$ cat src/rtl/stepper_pkg.sv
// Shared stepper definitions: step-size/direction encodings, phase index type
// and the 8-entry coil phase table, shared with the step-rate counter.
package stepper_pkg;

  localparam logic FULL_STEP = 1'b0;
  localparam logic HALF_STEP = 1'b1;
  localparam logic DIR_CW    = 1'b0;
  localparam logic DIR_CCW   = 1'b1;

  typedef logic [2:0] phase_idx_t;

  // Entry n lives in slice [n], so PHASE_TABLE[idx] gives the {A,B,A_n,B_n} pattern.
  localparam logic [7:0][3:0] PHASE_TABLE = {
    4'b1001, 4'b0001, 4'b0011, 4'b0010,
    4'b0110, 4'b0100, 4'b1100, 4'b1000
  };

  function automatic logic [3:0] phase_coils(input phase_idx_t idx);
    return PHASE_TABLE[idx];
  endfunction

endpackage

$ cat src/rtl/step_hold_timer.sv
// Idle counter for coil hold timeout: clears on each accepted step and
// saturates at HOLD_CYCLES. Only built when HOLD_TIMEOUT_EN is defined.
module step_hold_timer #(
  parameter int unsigned HOLD_CYCLES = 50_000_000
) (
  input  logic clk,
  input  logic reset,
  input  logic clear,
  output logic saturated
);

  localparam int unsigned CNT_W = $clog2(HOLD_CYCLES + 1) < 1 ? 1 : $clog2(HOLD_CYCLES + 1);
  localparam logic [CNT_W-1:0] CNT_MAX = CNT_W'(HOLD_CYCLES);

  logic [CNT_W-1:0] count_q, count_d;

  always_comb begin
    count_d = count_q;
    if (clear) begin
      count_d = '0;
    end else if (count_q != CNT_MAX) begin
      count_d = count_q + 1'b1;
    end
  end

  always_ff @(posedge clk or posedge reset) begin
    if (reset) begin
      count_q <= '0;
    end else begin
      count_q <= count_d;
    end
  end

  assign saturated = (count_q == CNT_MAX);

endmodule

$ cat src/rtl/step_phase_sequencer.sv
// Stepper phase sequencer: edge-detects step pulses, walks the phase table,
// tracks half-step shaft position and flags revolutions. Optional coil hold
// timeout is enabled with the HOLD_TIMEOUT_EN macro.
module step_phase_sequencer
  import stepper_pkg::*;
#(
  parameter int unsigned STEPS_PER_REV = 200,
  parameter int unsigned HOLD_CYCLES   = 50_000_000
) (
  input  logic       clk,
  input  logic       reset,
  input  logic       enable,
  input  logic       step_pulse,
  input  logic       step_size_sw,
  input  logic       direction,
  output logic [3:0] coils,
  output logic [8:0] position,
  output logic       rev_done,
  output logic       stepping
);

  localparam logic [9:0] REV_HALF = 10'(2 * STEPS_PER_REV);

  // Returns {wrapped, new_position} for a move of inc half-steps.
  function automatic logic [9:0] pos_advance(input logic [8:0] pos,
                                             input logic [1:0] inc,
                                             input logic       ccw);
    logic [9:0] ext;
    logic [9:0] ext_inc;
    logic [9:0] sum;
    ext     = {1'b0, pos};
    ext_inc = {8'b0, inc};
    sum     = ext + ext_inc;
    if (ccw) begin
      if (ext < ext_inc) begin
        return {1'b1, 9'(ext + REV_HALF - ext_inc)};
      end
      return {1'b0, 9'(ext - ext_inc)};
    end
    if (sum >= REV_HALF) begin
      return {1'b1, 9'(sum - REV_HALF)};
    end
    return {1'b0, sum[8:0]};
  endfunction

  logic       step_prev_q, step_prev_d;
  phase_idx_t idx_q, idx_d;
  logic [8:0] pos_q, pos_d;
  logic [3:0] coils_q, coils_d;
  logic       rev_done_q, rev_done_d;
  logic       stepping_q, stepping_d;
  logic       accept;
  logic [1:0] inc;
  logic       hold_sat;

`ifdef HOLD_TIMEOUT_EN
  step_hold_timer #(
    .HOLD_CYCLES(HOLD_CYCLES)
  ) u_hold_timer (
    .clk      (clk),
    .reset    (reset),
    .clear    (accept),
    .saturated(hold_sat)
  );
`else
  // No idle counter; the parameter is still referenced so both builds share one interface.
  assign hold_sat = 1'b0 & (HOLD_CYCLES == 0);
`endif

  always_comb begin
    step_prev_d = step_pulse;
    accept      = step_pulse & ~step_prev_q & enable;
    // An odd index in full-step mode takes a single half-step to realign to even.
    inc         = (step_size_sw == HALF_STEP || idx_q[0]) ? 2'd1 : 2'd2;
    idx_d       = idx_q;
    pos_d       = pos_q;
    rev_done_d  = 1'b0;
    stepping_d  = accept;
    if (accept) begin
      if (direction == DIR_CCW) begin
        idx_d = idx_q - phase_idx_t'(inc);
      end else begin
        idx_d = idx_q + phase_idx_t'(inc);
      end
      {rev_done_d, pos_d} = pos_advance(pos_q, inc, direction == DIR_CCW);
    end
    coils_d = (enable && !(hold_sat && !accept)) ? phase_coils(idx_d) : 4'b0000;
  end

  always_ff @(posedge clk or posedge reset) begin
    if (reset) begin
      step_prev_q <= 1'b0;
      idx_q       <= '0;
      pos_q       <= '0;
      coils_q     <= 4'b0000;
      rev_done_q  <= 1'b0;
      stepping_q  <= 1'b0;
    end else begin
      step_prev_q <= step_prev_d;
      idx_q       <= idx_d;
      pos_q       <= pos_d;
      coils_q     <= coils_d;
      rev_done_q  <= rev_done_d;
      stepping_q  <= stepping_d;
    end
  end

  assign coils    = coils_q;
  assign position = pos_q;
  assign rev_done = rev_done_q;
  assign stepping = stepping_q;

endmodule

$ cat config.mk
export PLATFORM = sky130hd
export DESIGN_NAME = step_phase_sequencer
export DESIGN_NICKNAME = d
export VERILOG_FILES = /design/src/rtl/stepper_pkg.sv /design/src/rtl/step_hold_timer.sv /design/src/rtl/step_phase_sequencer.sv
export SDC_FILE = /design/constraint.sdc
export NUM_CORES = 1
export LEC_CHECK = 0
export CORE_ASPECT_RATIO = 0.6
export CORE_MARGIN = 2
export CORE_UTILIZATION = 56
export DETAILED_ROUTE_END_ITERATION = 8
export GPL_TIMING_DRIVEN = 0
export PLACE_DENSITY = 0.8
export SLEW_MARGIN = 10
export SYNTH_ARGS = -nofsm -noshare
export SYNTH_HDL_FRONTEND = slang
export SYNTH_SLANG_ARGS = --single-unit
$ cat constraint.sdc
create_clock -name clk -period 4 [get_ports clk]
set_clock_uncertainty 0.15 [all_clocks]
set_input_delay 0.8 -clock clk [delete_from_list [all_inputs] [get_ports clk]]
set_output_delay 0.8 -clock clk [all_outputs]
set_load 0.05 [all_outputs]
# ---- Word level (Yosys, flattened, before mapping)
# Memory sizes are Yosys's and may differ from the RTL's.
# Index checks and enable logic that the tools add are counted.
dict set report totals {
  register_bits 19
  mem_bits_ro 32
  n_memories 1
}
dict set report classes {
  n_lt_le_gt_ge 3
  bitwise 3
  addsub 7
  reduce_logical 1
  mux 20
}
# memory words word_bits read_ports rd_clocked_by_memory_dff wr line_no
set mem_list {}
lappend mem_list {{(name not given)} 8 4 1 0 0 stepper_pkg.sv:19} ;# return PHASE_TABLE[idx];
# operator count
set op_table {}
lappend op_table {{2-to-1 mux 10 bit} 6}
lappend op_table {{subtractor 9 x 2 -> 9 bit} 2}
lappend op_table {{adder 9 x 2 -> 10 bit} 1}
lappend op_table {{greater-or-equal comparator 10 x 9 -> 1 bit, second input constant} 1}
lappend op_table {{adder 9 bit, second input constant} 1}
lappend op_table {{less-than comparator 9 x 2 -> 1 bit} 1}
lappend op_table {{2-to-1 mux 1 bit} 9}
lappend op_table {{subtractor 9 bit, second input constant} 1}
lappend op_table {{2-to-1 mux 4 bit} 2}
lappend op_table {{2-to-1 mux 3 bit} 2}
lappend op_table {{less-than comparator 3 x 4 -> 1 bit, second input constant} 1}
lappend op_table {{adder 3 x 2 -> 3 bit} 1}
lappend op_table {{subtractor 3 x 2 -> 3 bit} 1}
lappend op_table {{bitwise AND 1 bit} 2}
lappend op_table {{2-to-1 mux 2 bit} 1}
lappend op_table {{logical OR 1 bit} 1}
lappend op_table {{inverter 1 bit} 1}

# ---- Depth between registers and ports, before layout
# Gate-level depths: netlist of run 1.
dict set report depth {
  word_depth 12
  depth_mapped 14
  depth_no_buf 14
}

# ---- Worst setup path before layout of run 1
# OpenSTA, ideal clock, no wires.
dict set report synth_path {
  path_type {input-to-reg}
  from {in step_size_sw}
  to {reg pos_q[4] (netlist: position[4])}
  t_arrival_ps 3341
  setup_time_ps 99
  path_slack_ps 409
  cell_stages 14
  path_buffers 0
  path_cell_list {or2_2 -> ha_1 -> inv_1 -> fa_1 -> and2b_1 -> xnor2_1 -> inv_1 -> ha_1 -> nand3_1 -> nor2_1 -> a311oi_2 -> o31ai_4 -> xnor2_1 -> a311oi_1}
}
dict set report synth_between {
  elab_chain_len 11
  elab_cells_between_ends 20
  cone_classes {add/sub: 4; order compare: 2; mux: 13; reduce/logical: 1}
}
# element line_no
set synth_lines {}
lappend synth_lines {{start: declaration} step_phase_sequencer.sv:14} ;# input logic step_size_sw,
lappend synth_lines {{logical OR 1 bit *} step_phase_sequencer.sv:74} ;# inc = (step_size_sw == HALF_STEP || idx_q[0]) ? 2'd1 : 2'd2;
lappend synth_lines {{2-to-1 mux 2 bit *} step_phase_sequencer.sv:74}
lappend synth_lines {{branches (longest 8 deep; another with adder 9 x 2 -> 10 bit)} -}
lappend synth_lines {{2-to-1 mux 10 bit *} step_phase_sequencer.sv:40} ;# if (sum >= REV_HALF) begin
lappend synth_lines {{end signal: assignment} step_phase_sequencer.sv:101} ;# pos_q <= pos_d;
lappend synth_lines {{end: declaration} step_phase_sequencer.sv:48} ;# logic [8:0] pos_q, pos_d;
# Mark *: on every way between the ends. The select of a mux whose other input is x is not followed.
# A chain may end at the register's enable or synchronous reset.

# ---- Worst setup path after layout of run 1
# Same ends and word-level chain as after synthesis.

==> metrics.yaml, run 1 <==
finish:
  fin_util_pct: 72.70
  drive_gt1_share_pct: 14.47
  layout.nets: 258
  final_cell_area_mm2: 0.002142
  area_delta_synth_final_pct: 20.39
  n_fill_cell: 212
  diodes: 0
timing:
  final-setup-viol-count: 0
  whs_ns: 0.4139
  slew_headroom_pct: 52.75
  fmax_mhz: 256.9
  finalCritPeriodShare_pct: 97.30
  tightest_slew_ns: 0.7079
  hold_violations: 0
  min_period_ns: 3.892
  slew_violations: 0
  fin_ws_ns: 0.1079
die:
  rows: 15
  dieArea_mm2: 0.003659
  die_x_um: 76.77
  core_region_area_mm2: 0.002947
  start_util_pct: 60.38
  die_y_um: 47.66
  ios: 21
power_and_ir_drop:
  p_leak_nw: 0.9520
  totalPowerFinal_w: 0.001535
  irDropWorstVdd_uv: 476.5
  p_per_area_mw_per_mm2: 716.5
critical_path:
  reg2reg_depth: 13
  end_kind: "flop"
  critPathKind: "input port to flop"
  worstPathArrival_ns: 3.90
  critPathRequiredTime_ns: 4.01
  crit_fanout: 6
  critPathLaunchType: "input port"
route:
  ant_nets: 0
  wl_met1_um: 2184
  vias_per_cell: 5.930
  drtIter0Drc: 189
  wl_per_cell_um: 17.30
  totalWireLength_um: 4671
  wl_met2_um: 1995
  wl_met3_um: 435
  drc_errors: 0
  routed.top_layer: "met4"
  dr.pass1.iters: 4
  via_count: 1601
placement:
  dpl-instance-area_mm2: 0.002032
  dp_hpwl_um: 3575
  dp_slack_ns: -0.4464
  place.gp.congestion: 0.9463
  io_buffer_count: 20
grt:
  grt_pass1_vias: 1537
  grt_first_pass_wirelength_um: 7665
  antenna_found_initial: 0
  grt_usage_pct: 28.01
  gr-total-overflow: 0
  grt_max_degree: 20
synthesis:
  ys_warn_count: 0
  synth-seq-cells: 19
  synth_cell_type_count: 53
  syn_area_per_cell_um2: 8.941
  seq_area_frac_synth_pct: 26.72
  synth_fp_nets: 228
  netlist_area_mm2: 0.001779
  syn-instance-count: 199
clock_network:
  cts_htree_levels: 1
  clock_latency_ns: 0.26
  cts_buffer_depth: 2
  cts_buffers: 3
  root_buffer: "clkbuf_8"
  numClockSinks: 19
  path_clk_slew_ns: 0.08
  cts_tree: "yes"
hold_path:
  hp-class: "flop to flop"
  whs_path_depth: 2
status:
  status: "completed"
run:
  drv_cap: 0
-- critical path: stages --
cell and delay, ns:
clkdlybuf4s50_1 0.41, or2_4 0.29, ha_1 0.36, nor2b_2 0.22, o211ai_1 0.17, xnor2_2 0.30, ha_2 0.24, nand3_1 0.07
nor2_1 0.12, a311oi_2 0.10, buf_4 0.17, o31ai_4 0.23, xnor2_1 0.12, a311oi_1 0.29
-- synth_stat cells, drive strengths merged --
cell type  number  area share [%]
or2             2            0.70
nand2          23             4.9
dfrtp          19              27
clkbuf          2            0.49
a21boi          3             1.3
o21ai          11             3.1
xnor2          10             4.9
o31ai           3             2.0
inv            22             4.9
or3b            1            0.49
o211ai          3             1.3
nand4           5             2.1
xor2            2             1.4
fa              4             4.5
nor3            2            0.56
nor2b           3             1.1
a31oi           4             1.4
a21o            1            0.42
nand3b          1            0.42
o2111ai         2             1.3
nand3           6             1.7
ha             19              13
mux2i           2             1.1
nand2b          1            0.35
o221ai          1            0.49
o311ai          5             3.4
a22oi           1            0.42
and2b           1            0.42
buf             6             2.7
nor4            1            0.35
o21bai          1            0.42
clkinv          1            0.21
nor3b           1            0.42
a311oi          2             1.3
a21oi           9             2.5
o311a           1            0.56
nand4b          1             1.3
o21a            1            0.42
nor2           11             2.3
a32oi           1            0.49
and3            1            0.35
or3             2            0.70
a41oi           1            0.49
-- through the flow --
step / cells / TNS, ns
floorplan: 199 / 0
global placement: 261 / -1.121
detailed placement: 261 / -1.578
CTS: 269 / 0
global route: 270 / -0.05808
finish: 270 / 0
-- flip-flops by register name, indices dropped and copies added (netlist names) --
register	count
coils	4
stepping	1
idx_q	3
rev_done	1
step_prev_q	1
position	9
-- area by class of cell --
type / count / area [um2] / share of cell area, %
Buffer: 8 / 57.56 / 2.687
Tap cell: 42 / 52.55 / 2.453
Inverter: 23 / 91.34 / 4.264
Clock inverter: 1 / 5.005 / 0.2336
Clock buffer: 3 / 41.29 / 1.928
Multi-Input combinational cell: 149 / 1181 / 55.14
Timing Repair Buffer: 25 / 237.7 / 11.10
Sequential cell: 19 / 475.5 / 22.20
-- layer usage --
metal / track usage [%] / vias up
met5: 0 / -
met3: 5.283 / 8
met1: 40.31 / 751
li1: - / 754
met4: 8.364 / 0
met2: 44.21 / 88
-- worst paths after layout --
check	start	endpoint	slack, ns
max	step_size_sw	position[4]	0.11
min in group asynchronous	reset	stepping	0.82
max in group asynchronous	reset	position[0]	2.43
min reg2reg	idx_q[0]	idx_q[0]	0.41
min	idx_q[0]	idx_q[0]	0.41
max reg2reg	idx_q[0]	position[4]	0.69
-- kinds of logic after synthesis --
logic type,synth area share (%)
AO/OA/AOI/OAI,21.45
XOR/XNOR,6.329
adder cells (fa/ha/maj),17.86
buffers and inverters,8.368
flip-flops,26.72
multiplexers,1.125
AND/OR/NAND/NOR,18.14
-- report_power, final --
group,internal (W),switching (W),total (W)
logic,0.000413,0.000670,0.00108
clock network,0.0000693,0.0000673,0.000137
registers,0.000250,0.0000652,0.000315
total,0.000732,0.000802,0.00153
-- cells in the final DEF (no fill, tap or decap), drive strengths merged, types with 3 or more instances in the layout --
cell,synthesis,routed
o21ai,11,11
xnor2,10,10
nand2,23,23
clkbuf,2,5
nor2b,3,3
a21boi,3,3
o311ai,5,5
o31ai,3,3
nand4,5,5
dfrtp,19,19
buf,6,11
o211ai,3,3
ha,19,19
a31oi,4,4
nand3,6,6
a21oi,9,9
fa,4,4
clkdlybuf4s50,0,20
inv,22,22
nor2,11,11
-- repair_timing --
| item | CTS | global route |
|---|---|---|
| endpoints found under the hold margin | 0 | 0 |
| gates resized for setup | 3 | 7 |
| hold buffers | 0 | 0 |
| setup buffers | 4 | 1 |
| endpoints found under the setup margin | 4 | 4 |
| pin swaps | 3 | 1 |
Note: power is estimated with default switching activity, not from simulation.
==> run 2, diff against run 1 <==
CORE_UTILIZATION = 60   (was 56)
PLACE_DENSITY = 0.85   (was 0.8)
clock period = 4.77 ns   (was 4 ns; I/O delays follow)
==> run 2 against run 1 <==
Against the previous run: die area decreased by 6.2%; global-route usage increased by 2.2 points; critical path depth is 1 higher; largest cell class unchanged; largest power group unchanged.
==> metrics.yaml, run 2 (same netlist as run 1, synthesis figures left out) <==
grt:
  met3_usage_pct: 4.814
  grt_max_degree: 20
  met1_usage_pct: 43.44
  grt_first_pass_wirelength_um: 7514
  grt_usage_pct: 30.20
  grtUsageMet2_pct: 47.32
  antenna_found_initial: 0
  gr-total-overflow: 0
  grt_pass1_vias: 1533
  grt.busiest_layer: "met2"
route:
  totalWireLength_um: 4683
  dr.pass1.iters: 7
  drtIter0Drc: 131
  ant_nets: 0
  drc_errors: 0
  vias_per_cell: 6.238
  via_count: 1653
  wl_per_cell_um: 17.67
clock_network:
  clock_latency_ns: 0.26
  post_cts_buffers: 0
  cts_resized: 0
  path_clk_slew_ns: 0.08
  cts_hold_buffers: 0
  cts_tree: "yes"
  cts_htree_levels: 1
  root_buffer: "clkbuf_8"
  cts_buffer_depth: 2
  cts_buffers: 3
  numClockSinks: 19
critical_path:
  startpoint: "step_size_sw"
  end_kind: "flop"
  critPathLaunchType: "input port"
  critPathKind: "input port to flop"
  crit_fanout: 6
  critPathRequiredTime_ns: 4.80
  rr_startpoint: "idx_q[0]"
  worstPathArrival_ns: 4.46
run:
  drv_cap: 0
power_and_ir_drop:
  p_per_area_mw_per_mm2: 600.4
  p_leak_nw: 0.9172
  totalPowerFinal_w: 0.001248
  power.internal_w: 0.0005859
  pwr-share-seq_pct: 21.0
  irDropWorstVdd_uv: 464.1
  pwr-share-clk_pct: 9.4
  p_sw_share_pct: 53.04
  switchingPower_w: 0.0006617
  p_comb_share_pct: 69.6
finish:
  multi_input_area_mm2: 0.001155
  fin_cells: 265
  drive_gt1_share_pct: 9.417
  diodes: 0
  area_delta_synth_final_pct: 16.81
  final_cell_area_mm2: 0.002078
  largest_reg_flops: 9
  mostFrequentLayoutCell: "nand2_1"
  fin_util_pct: 72.85
  n_fill_cell: 232
  layout.nets: 253
  final_cell_mix: "nand2_1 (23), inv_1 (21), clkdlybuf4s50_1 (20)"
  regArea_um2: 475.5
timing:
  finalCritPeriodShare_pct: 92.99
  hold_violations: 0
  slew_headroom_pct: 47.95
  final-setup-viol-count: 0
  fmax_mhz: 225.5
  slew_violations: 0
  tightest_slew_ns: 0.7710
  tns_ns: 0
  min_period_ns: 4.436
  rsz0062_at_grt: "no"
placement:
  place_inst: 261
  io_buffer_count: 20
  dp_hpwl_um: 3549
  place.gp.congestion: 0.9103
  dpl-instance-area_mm2: 0.002032
die:
  ios: 21
  core_region_area_mm2: 0.002853
  die_x_um: 74.30
  dieArea_mm2: 0.003431
  rows: 15
  start_util_pct: 62.37
  die_y_um: 46.18
hold_path:
  hp-class: "flop to flop"
  min_from: "idx_q[0]"
status:
  status: "completed"
-- run 2: cell types whose count changed in the layout (fill, tap and decap cells not counted), sizes merged --
cell  change
buf       -5
-- run 2: power by group through the flow --
| stage | registers (W) | logic [W] | clock network [W] |
|---|---|---|---|
| global placement | 0.000262 | 0.000815 | 0 |
| CTS | 0.000262 | 0.000856 | 0.000117 |
| finish | 0.000263 | 0.000868 | 0.000117 |
| global route | 0.000272 | 0.000939 | 0.000124 |
| floorplan | 0.000391 | 0.000492 | 0 |
| detailed placement | 0.000265 | 0.000840 | 0 |
-- run 2: final timing paths --
| path | endpoint | slack [ns] | depth (start not counted) |
|---|---|---|---|
| max reg2reg | position[4] | 1.08 | 14 |
| min reg2reg | idx_q[0] | 0.41 | 2 |
| max in group asynchronous | idx_q[0] | 2.99 | 2 |
| min in group asynchronous | position[8] | 0.99 | 2 |
| max | position[4] | 0.33 | 15 |
| min | idx_q[0] | 0.41 | 2 |
-- run 2: per-layer routing --
metal	vias up	wire [um]
met5	-	0
met4	0	93
met3	12	298
met2	85	2106
met1	805	2184
li1	751	-
-- run 2: critical path: stages --
cell and delay, ns:
clkdlybuf4s50_1 0.42, or2_2 0.38, ha_1 0.22, inv_1 0.13, fa_1 0.29, and2b_1 0.24
xnor2_1 0.27, inv_1 0.13, ha_1 0.23, nand3_1 0.10, nor2_1 0.05, a311oi_2 0.43
o31ai_4 0.17, xnor2_1 0.18, a311oi_1 0.27
-- run 2: stage by stage --
step / setup WS, ns / hold slack [ns]
6_report: 0.3344 / 0.4093
5_1_grt: 0.2063 / 0.4471
2_1_floorplan: 1.025 / 0.3440
4_1_cts: 0.3714 / 0.4100
3_3_place_gp: 0.3035 / 0.3744
3_5_place_dp: 0.1568 / 0.3907
-- run 2: cell type report --
| class | instances | area share [%] |
|---|---|---|
| Tap cell | 42 | 2.529 |
| Sequential cell | 19 | 22.88 |
| Clock buffer | 3 | 1.987 |
| Multi-Input combinational cell | 149 | 55.57 |
| Timing Repair Buffer | 20 | 9.633 |
| Inverter | 23 | 4.395 |
| Clock inverter | 1 | 0.2408 |
| Buffer | 8 | 2.769 |
